[config.mk]
export PLATFORM = sky130hd
export DESIGN_NAME = fetch_unit_flat
export DESIGN_NICKNAME = d
export VERILOG_FILES = /design/src/rtl/fetch_unit_if.sv /design/src/rtl/fetch_unit.sv /design/src/flat_wrapper.sv
export SDC_FILE = /design/constraint.sdc
export NUM_CORES = 1
export LEC_CHECK = 0
export ABC_AREA = 1
export ABC_CLOCK_PERIOD_IN_PS = 1620
export CAP_MARGIN = 20
export CORE_ASPECT_RATIO = 0.8
export CORE_MARGIN = 2
export CORE_UTILIZATION = 35
export DETAILED_ROUTE_END_ITERATION = 16
export PLACE_DENSITY = 0.63
export SLEW_MARGIN = 0
export SYNTH_ARGS = -nofsm -noshare
export SYNTH_HDL_FRONTEND = slang
export SYNTH_SLANG_ARGS = --single-unit
[constraint.sdc]
create_clock -name clk -period 1.62 [get_ports clk]
set_input_delay 0.243 -clock clk [delete_from_list [all_inputs] [get_ports clk]]
set_output_delay 0.243 -clock clk [all_outputs]
set_load 0.05 [all_outputs]
[src/rtl/fetch_unit_if.sv]
// Fetch-side bus bundle: the instruction-memory request channel and the
// decode handshake. master = fetch unit, slave = memory/decode side.
interface fetch_unit_if;
    logic        imem_req;
    logic [15:0] imem_addr;
    logic        imem_valid;
    logic [15:0] imem_rdata;
    logic [15:0] instr;
    logic        instr_valid;
    logic        instr_ready;

    modport master (
        output imem_req, imem_addr, instr, instr_valid,
        input  imem_valid, imem_rdata, instr_ready
    );
    modport slave (
        input  imem_req, imem_addr, instr, instr_valid,
        output imem_valid, imem_rdata, instr_ready
    );
endinterface

[src/rtl/fetch_unit.sv]
// PC register and instruction-fetch stage: one outstanding fetch, redirect with
// stale-response drain, and a sticky timeout fault.
module fetch_unit #(
    parameter logic [15:0] RESET_PC       = 16'h0000,
    parameter int          TIMEOUT_CYCLES = 255
) (
    input  logic          clk,
    input  logic          rst_n,
    input  logic [15:0]   pc_next,
    input  logic          pc_load,
    fetch_unit_if.master  bus,
    output logic [15:0]   pc_current,
    output logic          fetch_fault
);
    localparam int CW = (TIMEOUT_CYCLES > 0) ? $clog2(TIMEOUT_CYCLES + 1) : 1;
    localparam logic [CW-1:0] TO_LIMIT = CW'(TIMEOUT_CYCLES);

    typedef enum logic [2:0] {IDLE, REQ, DRAIN, HOLD, WAIT_PC, FAULT} state_t;

    state_t        state, state_d;
    logic [15:0]   pc, pc_d;
    logic [15:0]   addr_q;
    logic [15:0]   instr_q, instr_d;
    logic [CW-1:0] cnt, cnt_d, cnt_inc;
    logic          timeout_hit;

    assign cnt_inc     = cnt + 1'b1;
    assign timeout_hit = (TIMEOUT_CYCLES != 0) && (cnt_inc == TO_LIMIT);

    // Counter stays zero in every path except an unanswered cycle that keeps
    // the same request alive, so each new request starts counting from zero.
    always_comb begin
        state_d = state;
        pc_d    = pc;
        instr_d = instr_q;
        cnt_d   = '0;
        unique case (state)
            IDLE: state_d = REQ;
            REQ: begin
                if (bus.imem_valid) begin
                    if (pc_load) begin
                        pc_d = pc_next;
                    end else begin
                        instr_d = bus.imem_rdata;
                        state_d = HOLD;
                    end
                end else if (pc_load) begin
                    pc_d    = pc_next;
                    state_d = DRAIN;
                end else begin
                    cnt_d = cnt_inc;
                    if (timeout_hit) state_d = FAULT;
                end
            end
            DRAIN: begin
                if (pc_load) pc_d = pc_next;
                if (bus.imem_valid) begin
                    state_d = REQ;
                end else begin
                    cnt_d = cnt_inc;
                    if (timeout_hit) state_d = FAULT;
                end
            end
            HOLD: begin
                if (pc_load) begin
                    pc_d    = pc_next;
                    state_d = REQ;
                end else if (bus.instr_ready) begin
                    state_d = WAIT_PC;
                end
            end
            WAIT_PC: begin
                if (pc_load) begin
                    pc_d    = pc_next;
                    state_d = REQ;
                end
            end
            FAULT:   state_d = FAULT;
            default: state_d = IDLE;
        endcase
    end

    always_ff @(posedge clk) begin
        if (!rst_n) begin
            state   <= IDLE;
            pc      <= RESET_PC;
            addr_q  <= RESET_PC;
            instr_q <= '0;
            cnt     <= '0;
        end else begin
            state   <= state_d;
            pc      <= pc_d;
            instr_q <= instr_d;
            cnt     <= cnt_d;
            // Remember the in-flight address so DRAIN keeps it after pc moves.
            if (state == REQ) addr_q <= pc;
        end
    end

    assign bus.imem_req    = (state == REQ) || (state == DRAIN);
    assign bus.imem_addr   = (state == DRAIN) ? addr_q : pc;
    assign bus.instr       = instr_q;
    assign bus.instr_valid = (state == HOLD);
    assign pc_current      = pc;
    assign fetch_fault     = (state == FAULT);
endmodule

[src/flat_wrapper.sv]
// flat-port wrapper written by rule: the top's interface ports become plain ports
module fetch_unit_flat 
#(
    parameter logic [15:0] RESET_PC       = 16'h0000,
    parameter int          TIMEOUT_CYCLES = 255
)
  (clk, rst_n, pc_next, pc_load, pc_current, fetch_fault, bus_imem_req, bus_imem_addr, bus_instr, bus_instr_valid, bus_imem_valid, bus_imem_rdata, bus_instr_ready);
  fetch_unit_if bus_i ();
  input  logic clk;
  input  logic rst_n;
  input  logic [15:0] pc_next;
  input  logic pc_load;
  output logic [15:0] pc_current;
  output logic fetch_fault;
  output wire logic [$bits(bus_i.imem_req)-1:0] bus_imem_req;
  output wire logic [$bits(bus_i.imem_addr)-1:0] bus_imem_addr;
  output wire logic [$bits(bus_i.instr)-1:0] bus_instr;
  output wire logic [$bits(bus_i.instr_valid)-1:0] bus_instr_valid;
  input wire logic [$bits(bus_i.imem_valid)-1:0] bus_imem_valid;
  input wire logic [$bits(bus_i.imem_rdata)-1:0] bus_imem_rdata;
  input wire logic [$bits(bus_i.instr_ready)-1:0] bus_instr_ready;
  assign bus_imem_req = bus_i.imem_req;
  assign bus_imem_addr = bus_i.imem_addr;
  assign bus_instr = bus_i.instr;
  assign bus_instr_valid = bus_i.instr_valid;
  assign bus_i.imem_valid = bus_imem_valid;
  assign bus_i.imem_rdata = bus_imem_rdata;
  assign bus_i.instr_ready = bus_instr_ready;
  fetch_unit #(.RESET_PC(RESET_PC), .TIMEOUT_CYCLES(TIMEOUT_CYCLES)) u_core (.clk(clk), .rst_n(rst_n), .pc_next(pc_next), .pc_load(pc_load), .bus(bus_i), .pc_current(pc_current), .fetch_fault(fetch_fault));
endmodule
# Word-level counts from Yosys, hierarchy flattened
# Cells that the tools add are included.
[word_totals]
reg_bits = 59
[classes]
mux = 14
addsub = 1
n_reduce_logical = 6
bitwise_logic = 1
n_eq_ne = 9
[op_table]
columns = ["operator", "n"]
rows = [
  ["$mux W3", 8],
  ["$mux W8", 3],
  ["$pmux W3 S6", 1],
  ["$mux W16", 1],
  ["$pmux W8 S2", 1],
  ["$add A8 B1 Y8 const B", 1],
  ["$eq A8 B8 Y1 const B", 1],
  ["$eq A3 B2 Y1 const B", 2],
  ["$eq A3 B3 Y1 const B", 2],
  ["$reduce_and A3 Y1", 2],
  ["$reduce_or A4 Y1", 1],
  ["$eq A3 B1 Y1 const B", 1],
  ["$logic_not A3 Y1", 1],
  ["$ne A3 B2 Y1 const B", 1],
  ["$ne A3 B3 Y1 const B", 1],
  ["$ne A2 B2 Y1 const B", 1],
  ["$reduce_and A2 Y1", 1],
  ["$logic_or A1 B1 Y1", 1],
  ["$not A1 Y1", 1],
]

# Longest topological paths before layout
# Gate-level depths: netlist of the first run.
[depth]
word_depth = 6
depth_mapped = 13

# Worst setup path before layout of the first run
# Ideal clock, no wire load.
[synth_path]
path_kind = "register to output"
from = "reg u_core.state[2]"
to = "out bus_imem_addr[0]"
path_buffers = 1
required_time_ns = 1.377
stages_incl_launch_ff = 5
setup_slack_ns = -0.560
arrival_time_ns = 1.937
cell_sequence = "dfxtp_1 inv_2 nand3_2 clkbuf_1 o21ai_0"
[synth_between]
elab_chain_cells = 2
[synth_lines]
columns = ["item", "line_no", "text"]
rows = [
  ["from (decl)", "fetch_unit.sv:20", "state_t state, state_d;"],
  ["from (signal assigned)", "fetch_unit.sv:91", "state <= state_d;"],
  ["$eq A3 B2 Y1", "fetch_unit.sv:101", "assign bus.imem_addr = (state == DRAIN) ? addr_q : pc;"],
  ["$mux W16", "fetch_unit.sv:101", ""],
  ["to (decl)", "flat_wrapper.sv:16", "output wire logic [$bits(bus_i.imem_addr)-1:0] bus_imem_addr;"],
]
# No other way between the ends.

# Worst setup path after layout of the first run
[layout_path]
from = "reg u_core.state[0]"
to = "out bus_imem_addr[5]"
# Same word-level chain as after synthesis.

==> results.py, run 1 <==
metrics = {
    "run_status": {
        "status": "complete, but fails checks",
        "violations": "negative setup slack",
    },
    "yosys": {
        "synth-seq-cells": 59,
        "synth_commonest_cells": "68 x nor2_1, 59 x dfxtp_1, 54 x o21ai_0, 48 x nand2_1, 27 x inv_1",
        "synth_top_area_share_pct": 46.0,
        "yosysSeqAreaShare_pct": 46.0,
        "synth-edff-count": 0,
        "synth_top_area_cell": "dfxtp_1",
        "yosysWarningCount": 0,
        "synth.avg_cell_area_um2": 7.32,
        "async_flop_share_pct": 0,
        "yosys-top-cells-area": "dfxtp_1 46%, o21ai_0 11%, nor2_1 9.9%, nand2_1 7.0%, a21oi_1 4.3%",
        "synth_nets": 390,
        "ys.flop_type": "dfxtp_1",
        "yosysMostFrequentCell": "nor2_1",
        "synth_cell_types": 28,
        "synth_area_um2": 2570,
        "netlist_instances": 351,
    },
    "critical_path": {
        "end_kind": "primary output",
        "crit_chain": "inv_2, nand3_4, buf_6, buf_12, nand2_2, o21ai_4, buf_12",
        "critPathMostFrequentCell": "buf_12",
        "crit_arrival_ns": 1.45,
        "worstPathRequired_ns": 1.38,
        "startpoint_type": "register",
        "slowest_stage": "dfxtp_2",
        "max_stage_delay_ns": 0.33,
        "critPathMaxFanout": 13,
        "worstSetupPathType": "reg2out",
    },
    "floorplanning": {
        "coreArea_um2": 6990,
        "dieWidth_um": 99.8,
        "initial_core_util_pct": 36.8,
        "die-area_um2": 8050,
        "num_rows": 27,
        "die_h_um": 80.6,
        "io-pin-count": 88,
    },
    "grt": {
        "grt_pass1_vias": 2417,
        "grt_pass1_wl_um": 11400,
        "antenna_found_initial": 0,
        "grt_usage_pct": 18.0,
        "gr-total-overflow": 0,
        "grt_max_degree": 51,
    },
    "power_and_ir_drop": {
        "vdd_ir_drop_max_mv": 0.693,
        "power.total_mw": 6.13,
        "power_density_nw_per_um2": 1410,
        "p_leak_nw": 1.80,
    },
    "detailed_routing": {
        "num_vias": 2628,
        "first_iter_violations": 144,
        "via_per_inst": 4.76,
        "totalWireLength_um": 7180,
        "firstDrtPassIters": 4,
        "drcViolationCount": 0,
        "wl_per_cell_um": 13.0,
        "ant_nets": 0,
    },
    "sta": {
        "timing.final.max_slew_violations": 0,
        "setup_viol": 13,
        "hold_viol": 0,
        "rsz0062_at_grt": "true",
        "fin_worst_skew_ns": 0.00807,
        "finalSetupTns_ns": -0.789,
        "worst_pin_slew_ns": 0.345,
        "max_freq_mhz": 591,
        "fin_crit_sh_pct": 104,
        "max-slew-margin-rel_pct": 76.9,
        "period_needed_ns": 1.69,
        "setup_ws_ns": -0.0707,
        "fin_hold_ws_ns": 0.470,
    },
    "cts": {
        "root_buffer": "clkbuf_8",
        "cts_tree": "yes",
        "cts.path.max_buffers": 2,
        "clock-sinks": 59,
        "clk_pin_slew_ns": 0.06,
        "cts-buffers-inserted": 9,
        "insertion_delay_ns": 0.33,
        "htree_levels": 3,
        "cts_hold_buffers": 0,
    },
    "cells_and_area": {
        "drive_above_1_share_pct": 35.1,
        "final_cell_area_um2": 4340,
        "antennaDiodeCount": 0,
        "utilization_pct": 62.1,
        "nets": 499,
        "layout.area.seq_um2": 1190,
        "area_delta_synth_final_pct": 69.0,
        "multiInputGateArea_um2": 1440,
        "fill_cells": 592,
        "stdcell_count": 552,
    },
    "worst_hold_path": {
        "holdCritPathClass": "reg2reg",
    },
    "place": {
        "place_area_um2": 3770,
        "dpl_worst_slack_ns": -0.0536,
        "io_buffers": 87,
        "gp_congestion": 0.973,
        "hpwl_um": 4870,
        "placed_cells": 528,
    },
    "run": {
        "drv_cap": 0,
    },
}
==> cell families (layout without fill, tap and decap cells) <==
group	count (synthesis)	count (layout)	share of synthesized area, %
and+or+nand+nor	146	147	25.4
adders and majority gates	2	2	0.974
DFF	59	59	46.0
xor gates and xnor gates	1	1	0.341
AOI/OAI and AO/OA	94	94	19.2
buffers and inverters	49	162	8.13
==> worst paths after layout <==
path | endpoint | slack [ns] | depth (start not counted) | from
worst max-delay path | bus_imem_addr[5] | -0.07 | 7 | u_core.state[0]$_SDFFE_PN0P_
worst min-delay path | u_core.addr_q[0]$_SDFFE_PN0P_ | 0.47 | 2 | u_core.addr_q[0]$_SDFFE_PN0P_
worst min register to register | u_core.addr_q[0]$_SDFFE_PN0P_ | 0.47 | 2 | u_core.addr_q[0]$_SDFFE_PN0P_
worst max register to register | u_core.pc_current[7]$_SDFFE_PN0P_ | 0.10 | 6 | u_core.state[0]$_SDFFE_PN0P_
==> final cells by class <==
cell class	instances	share of cell area, %
multi-input cells	244	33.1
repair buffers	113	28.9
flip-flops and latches	59	27.4
clock buffers	11	3.49
inverters	33	2.91
well taps	87	2.51
clock inverters	5	1.73
==> worst max-delay path, delay by kind of cell, from the launching register on <==
| kind | cells | cell delay, ns |
|---|---|---|
| AOI/OAI and AO/OA | 1 | 0.07 |
| DFF | 1 | 0.33 |
| buffers and inverters | 4 | 0.53 |
| and+or+nand+nor | 2 | 0.20 |
==> registers in the layout, summed over array words and instances (netlist names) <==
signal	cells
u_core.state	3
u_core.cnt	8
u_core.bus.instr	16
u_core.addr_q	16
u_core.pc_current	16
==> report_power, final <==
part	internal [mW]	switching (mW)	total [mW]
sequential	1.69	0.157	1.84
clock	0.942	0.561	1.50
combinational	1.11	1.67	2.78
total	3.74	2.39	6.13
==> layer usage <==
layer  global-route usage [%]  share of wire [%]  up-vias
li1                         -                  -     1351
met1                     23.0                 46     1190
met2                     28.7                 47       75
met3                     4.61                5.3       12
met4                     7.67                1.8        0
met5                        0                  0        -
==> cell usage in the layout, fill, tap and decap left out, drive strengths merged, types with 3 or more instances in the layout <==
master,n
a21oi,25
buf,77
clkbuf,11
clkdlybuf4s50,36
clkinv,3
dfxtp,59
inv,33
nand2,53
nand3,10
nor2,80
o21ai,65
==> what timing repair did <==
| item | in CTS | in global routing |
|---|---|---|
| buffers inserted | 5 | 2 |
| setup endpoints to repair | 17 | 21 |
| cloned | 1 | 1 |
| resized for setup | 45 | 19 |
| pin swaps | 2 | 7 |
(Power assumes the default switching activity.)
==> run 2, diff against run 1 <==
Settings changed: CAP_MARGIN 20 to 10.
==> results of run 2 <==
The final DEF is identical to that of run 1; final timing and power are the same.
==> run 3, diff against run 2 <==
Settings changed: CTS_CLUSTER_SIZE set to 25.
==> results of run 3 <==
The final DEF is identical to that of run 1; final timing and power are the same.
